**config.mk**
```make
export PLATFORM = sky130hd
export DESIGN_NAME = washer_exec
export DESIGN_NICKNAME = d
export VERILOG_FILES = /design/src/rtl/washer_exec.sv
export SDC_FILE = /design/constraint.sdc
export NUM_CORES = 1
export LEC_CHECK = 0
export CAP_MARGIN = 20
export CORE_MARGIN = 2
export CORE_UTILIZATION = 55
export CTS_BUF_LIST = sky130_fd_sc_hd__clkbuf_8
export DETAILED_ROUTE_END_ITERATION = 10
export GPL_TIMING_DRIVEN = 0
export PLACE_DENSITY = 0.79
export SLEW_MARGIN = 10
export SYNTH_ARGS = -nofsm -noshare
export SYNTH_HDL_FRONTEND = slang
export SYNTH_SLANG_ARGS = --single-unit
```
**constraint.sdc**
```tcl
create_clock -name clk -period 4.4 [get_ports clk]
set_input_delay 0.44 -clock clk [delete_from_list [all_inputs] [get_ports clk]]
set_output_delay 0.44 -clock clk [all_outputs]
set_load 0.02 [all_outputs]
```
**src/rtl/washer_exec.sv**
```systemverilog
// Washing-machine control/execute stage: decodes ROM instructions and sequences timed actuator ops.
// Optional build macro: WASHER_ILLEGAL_TRAP_EN (undefined opcodes halt with illegal=1).
module washer_exec #(
  parameter int INSTR_WIDTH = 32,
  parameter int ADDR_WIDTH  = 8,
  parameter int START_ADDR  = 2
) (
  input  logic                   clk,
  input  logic                   rst,
  input  logic                   start,
  input  logic                   pause,
  input  logic                   tick,
  input  logic [INSTR_WIDTH-1:0] instr,
  output logic [ADDR_WIDTH-1:0]  pc,
  output logic                   fill_valve,
  output logic                   drain_valve,
  output logic                   motor_fwd,
  output logic                   motor_rev,
  output logic                   busy,
  output logic                   done,
  output logic [15:0]            phase,
  output logic                   illegal
);

  typedef enum logic [1:0] {S_IDLE, S_RUN, S_TIMED, S_DONE} state_t;

  localparam logic [7:0] OP_HALT    = 8'h00;
  localparam logic [7:0] OP_WAIT    = 8'h11;
  localparam logic [7:0] OP_FILL    = 8'h12;
  localparam logic [7:0] OP_RELEASE = 8'h13;
  localparam logic [7:0] OP_FWD     = 8'h14;
  localparam logic [7:0] OP_REV     = 8'h15;
  localparam logic [7:0] OP_SET     = 8'h21;
  localparam logic [7:0] OP_DEC     = 8'h22;
  localparam logic [7:0] OP_J       = 8'h30;
  localparam logic [7:0] OP_JZ      = 8'h31;
  localparam logic [7:0] OP_JNZ     = 8'h32;

  state_t                 state_q, state_d;
  logic [ADDR_WIDTH-1:0]  pc_q, pc_d, pc_inc;
  logic [3:0][15:0]       regs_q, regs_d;
  logic [15:0]            cnt_q, cnt_d;
  logic [3:0]             sel_q, sel_d;   // {fill, drain, fwd, rev} for the op in flight
  logic [3:0]             act_q, act_d;
  logic                   busy_q, busy_d;
  logic                   done_q, done_d;
  logic                   illegal_q, illegal_d;

  logic [7:0]  op;
  logic [1:0]  rsel;
  logic [15:0] imm;
  logic        timed;
  logic [3:0]  tsel;
  logic        unused_instr_bits;

  assign op   = instr[7:0];
  assign rsel = instr[9:8];
  assign imm  = instr[31:16];
  assign unused_instr_bits = ^instr[15:10];
  assign pc_inc = pc_q + ADDR_WIDTH'(1);

  always_comb begin
    state_d   = state_q;
    pc_d      = pc_q;
    regs_d    = regs_q;
    cnt_d     = cnt_q;
    sel_d     = sel_q;
    act_d     = act_q;
    illegal_d = illegal_q;
    timed     = 1'b0;
    tsel      = '0;
    case (state_q)
      S_IDLE, S_DONE: begin
        act_d = '0;
        if (start) begin
          pc_d      = ADDR_WIDTH'(START_ADDR);
          illegal_d = 1'b0;
          state_d   = S_RUN;
        end
      end
      S_RUN: begin
        act_d = '0;
        if (!pause) begin
          case (op)
            OP_HALT:    state_d = S_DONE;
            OP_SET:     begin regs_d[rsel] = imm; pc_d = pc_inc; end
            OP_DEC:     begin regs_d[rsel] = regs_q[rsel] - 16'd1; pc_d = pc_inc; end
            OP_J:       pc_d = imm[ADDR_WIDTH-1:0];
            OP_JZ:      pc_d = (regs_q[rsel] == '0) ? imm[ADDR_WIDTH-1:0] : pc_inc;
            OP_JNZ:     pc_d = (regs_q[rsel] != '0) ? imm[ADDR_WIDTH-1:0] : pc_inc;
            OP_WAIT:    timed = 1'b1;
            OP_FILL:    begin timed = 1'b1; tsel = 4'b1000; end
            OP_RELEASE: begin timed = 1'b1; tsel = 4'b0100; end
            OP_FWD:     begin timed = 1'b1; tsel = 4'b0010; end
            OP_REV:     begin timed = 1'b1; tsel = 4'b0001; end
            default: begin
`ifdef WASHER_ILLEGAL_TRAP_EN
              state_d   = S_DONE;
              illegal_d = 1'b1;
`else
              pc_d = pc_inc;
`endif
            end
          endcase
          if (timed) begin
            if (imm == '0) begin
              pc_d = pc_inc;
            end else begin
              cnt_d   = imm;
              sel_d   = tsel;
              act_d   = tsel;
              state_d = S_TIMED;
            end
          end
        end
      end
      S_TIMED: begin
        // Actuator output is rebuilt from sel_q every cycle so a pause drops it and release restores it.
        if (pause) begin
          act_d = '0;
        end else if (tick && cnt_q == 16'd1) begin
          act_d   = '0;
          sel_d   = '0;
          cnt_d   = '0;
          pc_d    = pc_inc;
          state_d = S_RUN;
        end else begin
          act_d = sel_q;
          if (tick) cnt_d = cnt_q - 16'd1;
        end
      end
      default: state_d = S_IDLE;
    endcase
    busy_d = (state_d == S_RUN) || (state_d == S_TIMED);
    done_d = (state_d == S_DONE);
  end

  always_ff @(posedge clk) begin
    if (rst) begin
      state_q   <= S_IDLE;
      pc_q      <= '0;
      regs_q    <= '0;
      cnt_q     <= '0;
      sel_q     <= '0;
      act_q     <= '0;
      busy_q    <= 1'b0;
      done_q    <= 1'b0;
      illegal_q <= 1'b0;
    end else begin
      state_q   <= state_d;
      pc_q      <= pc_d;
      regs_q    <= regs_d;
      cnt_q     <= cnt_d;
      sel_q     <= sel_d;
      act_q     <= act_d;
      busy_q    <= busy_d;
      done_q    <= done_d;
      illegal_q <= illegal_d;
    end
  end

  assign pc          = pc_q;
  assign fill_valve  = act_q[3];
  assign drain_valve = act_q[2];
  assign motor_fwd   = act_q[1];
  assign motor_rev   = act_q[0];
  assign busy        = busy_q;
  assign done        = done_q;
  assign phase       = regs_q[2];
  assign illegal     = illegal_q;

endmodule

```
# --- After elaboration in Yosys (flattened, before gate mapping) ---
# Index checks and enable logic that the tools add are counted.
op_classes:
  addsub: 3
  order_cmp: 2
  eq_ne: 24
  muxes: 47
  bitwise: 1
  n_reduce_logical: 17
ops:
  columns: ["operator", "n"]
  rows:
  - ["$bwmux 64", 2]
  - ["$mux 16", 8]
  - ["$pmux 64 s2", 1]
  - ["$mux 8", 8]
  - ["$eq 8x5->1 const B", 5]
  - ["$eq 8x6->1 const B", 5]
  - ["$mux 4", 9]
  - ["$bmux 16 s2", 1]
  - ["$demux 16 s2", 1]
  - ["$logic_not 16->1", 2]
  - ["$pmux 16 s2", 1]
  - ["$pmux 8 s4", 1]
  - ["$sub 16x1->16 const B", 2]
  - ["$pmux 8 s3", 1]
  - ["$eq 16x1->1 const B", 1]
  - ["$pmux 4 s4", 1]
  - ["$reduce_bool 16->1", 1]
  - ["$mux 2", 7]
  - ["$ne 2x2->1 const B", 6]
  - ["$pmux 4 s3", 1]
  - ["$add 8x1->8 const B", 1]
  - ["$eq 2x2->1 const B", 4]
  - ["$logic_not 8->1", 1]
  - ["$pmux 4 s2", 1]
  - ["other kinds (18)", 23]
word_totals:
  reg_bits: 100
  in_bits: 37
  output_inout_bits: 31

# --- Depth between registers and ports, before layout ---
logic_depth:
  ltp_word: 10
  ltp_mapped: 13
  depth_no_buf: 9

# --- Worst setup path after synthesis ---
# No wires, ideal clock.
synth_path:
  path_type: "input-to-reg"
  startpoint: "input port instr[8]"
  endpoint: "register pc_q[5], in the netlist pc[5]"
  setup_time_ns: 0.122
  arrival_ns: 3.273
  required_ns: 4.278
  slack_ns: 1.005
  path_stages: 13
  cell_sequence: "clkbuf_1 -> buf_2 -> clkbuf_1 -> mux4_2 -> inv_1 -> ha_1 -> nand4_1 -> a21o_1 -> o31ai_4 -> and2_1 -> buf_4 -> o41ai_1 -> a221o_1"
synth_between:
  elab_chain_len: 9
  elab_cells_between_ends: 11
synth_rtl:
  columns: ["element", "line", "text"]
  rows:
  - ["from (decl)", "13", "input logic [INSTR_WIDTH-1:0] instr,"]
  - ["$bmux 16 s2 (*)", "89, 90", null]
  - ["$mux 16 (implied by the code) (*)", "89, 90", null]
  - ["$reduce_bool 16->1 / $logic_not 16->1 (equally long branches)", "90, 89", null]
  - ["$mux 8, on equally long branches", "90, 89", null]
  - ["$pmux 8 s4 (*)", "84", "case (op)"]
  - ["$mux 8", "106", "if (imm == '0) begin"]
  - ["$mux 8 (*)", "105", "if (timed) begin"]
  - ["$mux 8 (*)", "83", "if (!pause) begin"]
  - ["$pmux 8 s3 (*)", "72", "case (state_q)"]
  - ["to (signal assigned)", "151", "pc_q <= pc_d;"]
  - ["to (decl)", "40", "logic [ADDR_WIDTH-1:0] pc_q, pc_d, pc_inc;"]
# Every way passes the cells marked *; elsewhere a longest branch is shown, timed or not. The select of a mux whose other input is x is not followed.
# A chain may end at the register's enable or synchronous reset.

# --- Worst setup path after layout ---
layout_path:
  startpoint: "input port instr[8]"
  endpoint: "register regs_q[27] in the netlist's numbering"
layout_between:
  elab_chain_len: 6
  elab_cells_between_ends: 11
layout_rtl:
  columns: ["element", "line", "text"]
  rows:
  - ["branches (longest 5 deep; another with $sub 16x1->16)", null, null]
  - ["$pmux 64 s2 (*)", "84", null]
  - ["to (signal assigned)", "152", "regs_q <= regs_d;"]
  - ["to (decl)", "41", "logic [3:0][15:0] regs_q, regs_d;"]
# Mark *: on every way between the ends. The select of a mux whose other input is x is not followed.

==> out/results.ini <==
[critical_path]
worst-setup-path-type=input port to register
regToRegStartpoint=cnt_q[6]
cp_cell_sequence=clkbuf_1 > buf_2 > clkbuf_1 > mux4_2 > or4_1 > nor4_1 > nand2b_1 > xnor2_1 > o21ai_0 > o21ai_0
cpMaxStageDelayCell=or4_1
cp-startpoint=instr[8]
crit_buf_inv=3
path_max_fanout=10
arrival_ps=4240
critPathTopFamily=simple AND/OR/NAND/NOR gates
setup.worst_path.start_class=input port
max_stage_delay_ps=620
worstSetupEndpointType=register
critPathRequiredTime_ps=4640

[global_routing]
grt_pass1_wl_um=28600
grt.total_usage=0.323
grt_pass1_vias=5690
grt_max_degree=17
grt-ovfl-total=0
antenna_found_initial=0

[floorplanning]
die-area_mm2=0.0112
io_pins=68
die_h_um=106
die_x_um=106
fp-row-count=37
core_mm2=0.0102
initial_core_util=0.561

[timing]
finalSetupTns_ps=0
hold_ws_ps=458
period_needed_ps=4000
fmax_ghz=0.250
final-max-slew-violation-count=0
rsz0062_at_grt=false
tightest_slew_ps=1030
slew_headroom=0.306
setup_viol=0
finalClockSkew_ps=15.5
hold_viol_final=0
fin_crit_sh=0.910

[clock_tree]
cts_tree=done
clk_pin_slew_ps=90
cts_setup_buffers=0
cts_buffer_depth=2
clock_latency_ps=380
clock-root-buffer=clkbuf_8
clock-sinks=100
cts_hold_buf=0
cts_buffers=9
ctsHtreeMaxLevel=3
cts_resized=0

[drt]
drc=0
ant_nets=0
wl_per_cell_um=19.1
vias=5944
drt_first_pass_iters=8
viasPerCell=6.34
drt_first_iter_violations=462
wl_um=17900

[status]
status=completed

[synth]
ys_types=58
synth_top_area_frac=0.350
ys_warn_count=0
synth_area_mm2=0.00572
async_reset_ff_frac=0
syn_inst=725
synth_edf_count=0
synth.largest_area_cell=dfxtp_1
synth_seq_cells=100
synth_commonest_cells=nand2_1, dfxtp_1, nor2_1
synthMostInstantiatedCell=nand2_1
synthTopCellsByArea=dfxtp_1, nand2_1, mux4_2
synth-seq-area-share=0.350
postSynthAreaPerCell_um2=7.88
synth_ff_type=dfxtp_1
syn_nets=769

[pwr]
ir_drop_mv=0.188
leakage_nw=2.38
power.density_mw_per_mm2=260

[finish]
area_growth_pct=16.5
nNetsFinal=841
antenna_cells=0
drive_above_1_share=0.0810
num-fill-cells=900

[placement]
io_buffers=55
gp_congestion=0.940
dp_hpwl_um=13100

[worst_hold_path]
min-delay-start=regs_q[6]
hold_path_class=register to register

[job]
drv_cap=0

[power by group]
group | internal [W] | total (W) | switching [W]
Clock | 0.000262 | 0.000595 | 0.000333
Sequential | 0.000911 | 0.000918 | 0.00000678
Combinational | 0.0000829 | 0.000221 | 0.000138
[metrics by stage]
step,power [W],cells,cell area [um2],util,setup slack (ps)
6_report,0.00173,938,6660,0.654,396
5_1_grt,0.00179,938,6660,0.654,265
4_1_cts,0.00173,936,6650,0.653,482
3_5_place_dp,0.00115,920,6460,0.634,90.5
3_3_place_gp,0.00115,916,6440,0.632,205
2_1_floorplan,0.00107,725,5720,-,1010
[final timing paths]
kind | to | slack [ps] | cells past startpoint
worst min-delay path | regs_q[6] | 460 | 2
worst max-delay path | regs_q[27] | 400 | 10
worst min register to register | regs_q[6] | 460 | 2
worst max register to register | pc[5] | 1190 | 8
[sequential cells by signal (all words and copies together) (netlist names)]
register / count
state_q: 2
busy: 1
phase: 16
done: 1
act_q: 4
cnt_q: 16
regs_q: 48
sel_q: 4
pc: 8
[kinds of logic after synthesis]
kind of cell | Yosys count | synth area share
and+or+nand+nor | 298 | 0.248
AOI/OAI and AO/OA | 190 | 0.207
DFF | 100 | 0.350
buffers and inverters | 84 | 0.0692
muxes | 26 | 0.0806
xor gates and xnor gates | 19 | 0.0291
adders and majority gates | 7 | 0.0153
other | 1 | 0.000656
[cell type report]
| type | instances | area [um2] | area share |
|---|---|---|---|
| buffer | 60 | 305 | 0.0458 |
| clock buffer | 9 | 124 | 0.0186 |
| clock inverter | 7 | 67.6 | 0.0101 |
| inverter | 24 | 90.1 | 0.0135 |
| multi-input combinational | 541 | 3320 | 0.498 |
| sequential | 100 | 2000 | 0.301 |
| tap | 136 | 170 | 0.0256 |
| timing repair buffer | 61 | 582 | 0.0874 |
[tightest hold or removal path, cell delays in order, from the launching register on]
cell	delay, ps
dfxtp_1	320
nand2_1	50
a21oi_1	50
[cell usage in the layout, fill, tap and decap left out, types with 3 or more instances in the layout]
cell type,count
a211oi_1,8
a21o_1,4
a21oi_1,58
a22oi_1,17
a311oi_1,3
a31oi_1,6
a32oi_1,5
and3_1,5
buf_2,7
buf_4,19
clkbuf_1,36
clkbuf_8,9
clkdlybuf4s50_1,55
dfxtp_1,100
ha_1,7
inv_1,25
mux2i_1,10
mux4_2,16
nand2_1,112
nand2b_1,3
nand3_1,19
nand3b_1,24
nand4_1,6
nor2_1,63
nor2b_1,6
nor3_1,24
nor4_1,14
o21ai_0,57
o31ai_1,3
o32ai_1,4
or3_1,13
or4_1,3
xnor2_1,13
xor2_1,6
[per-layer routing]
metal  track usage  up-vias  share of wire
met5             0        -              0
met4         0.154        0          0.035
met3        0.0540       62           0.10
met2         0.540      369           0.48
met1         0.406     2781           0.39
li1              -     2732              -
No activity file was read; power rests on OpenSTA's default activity.
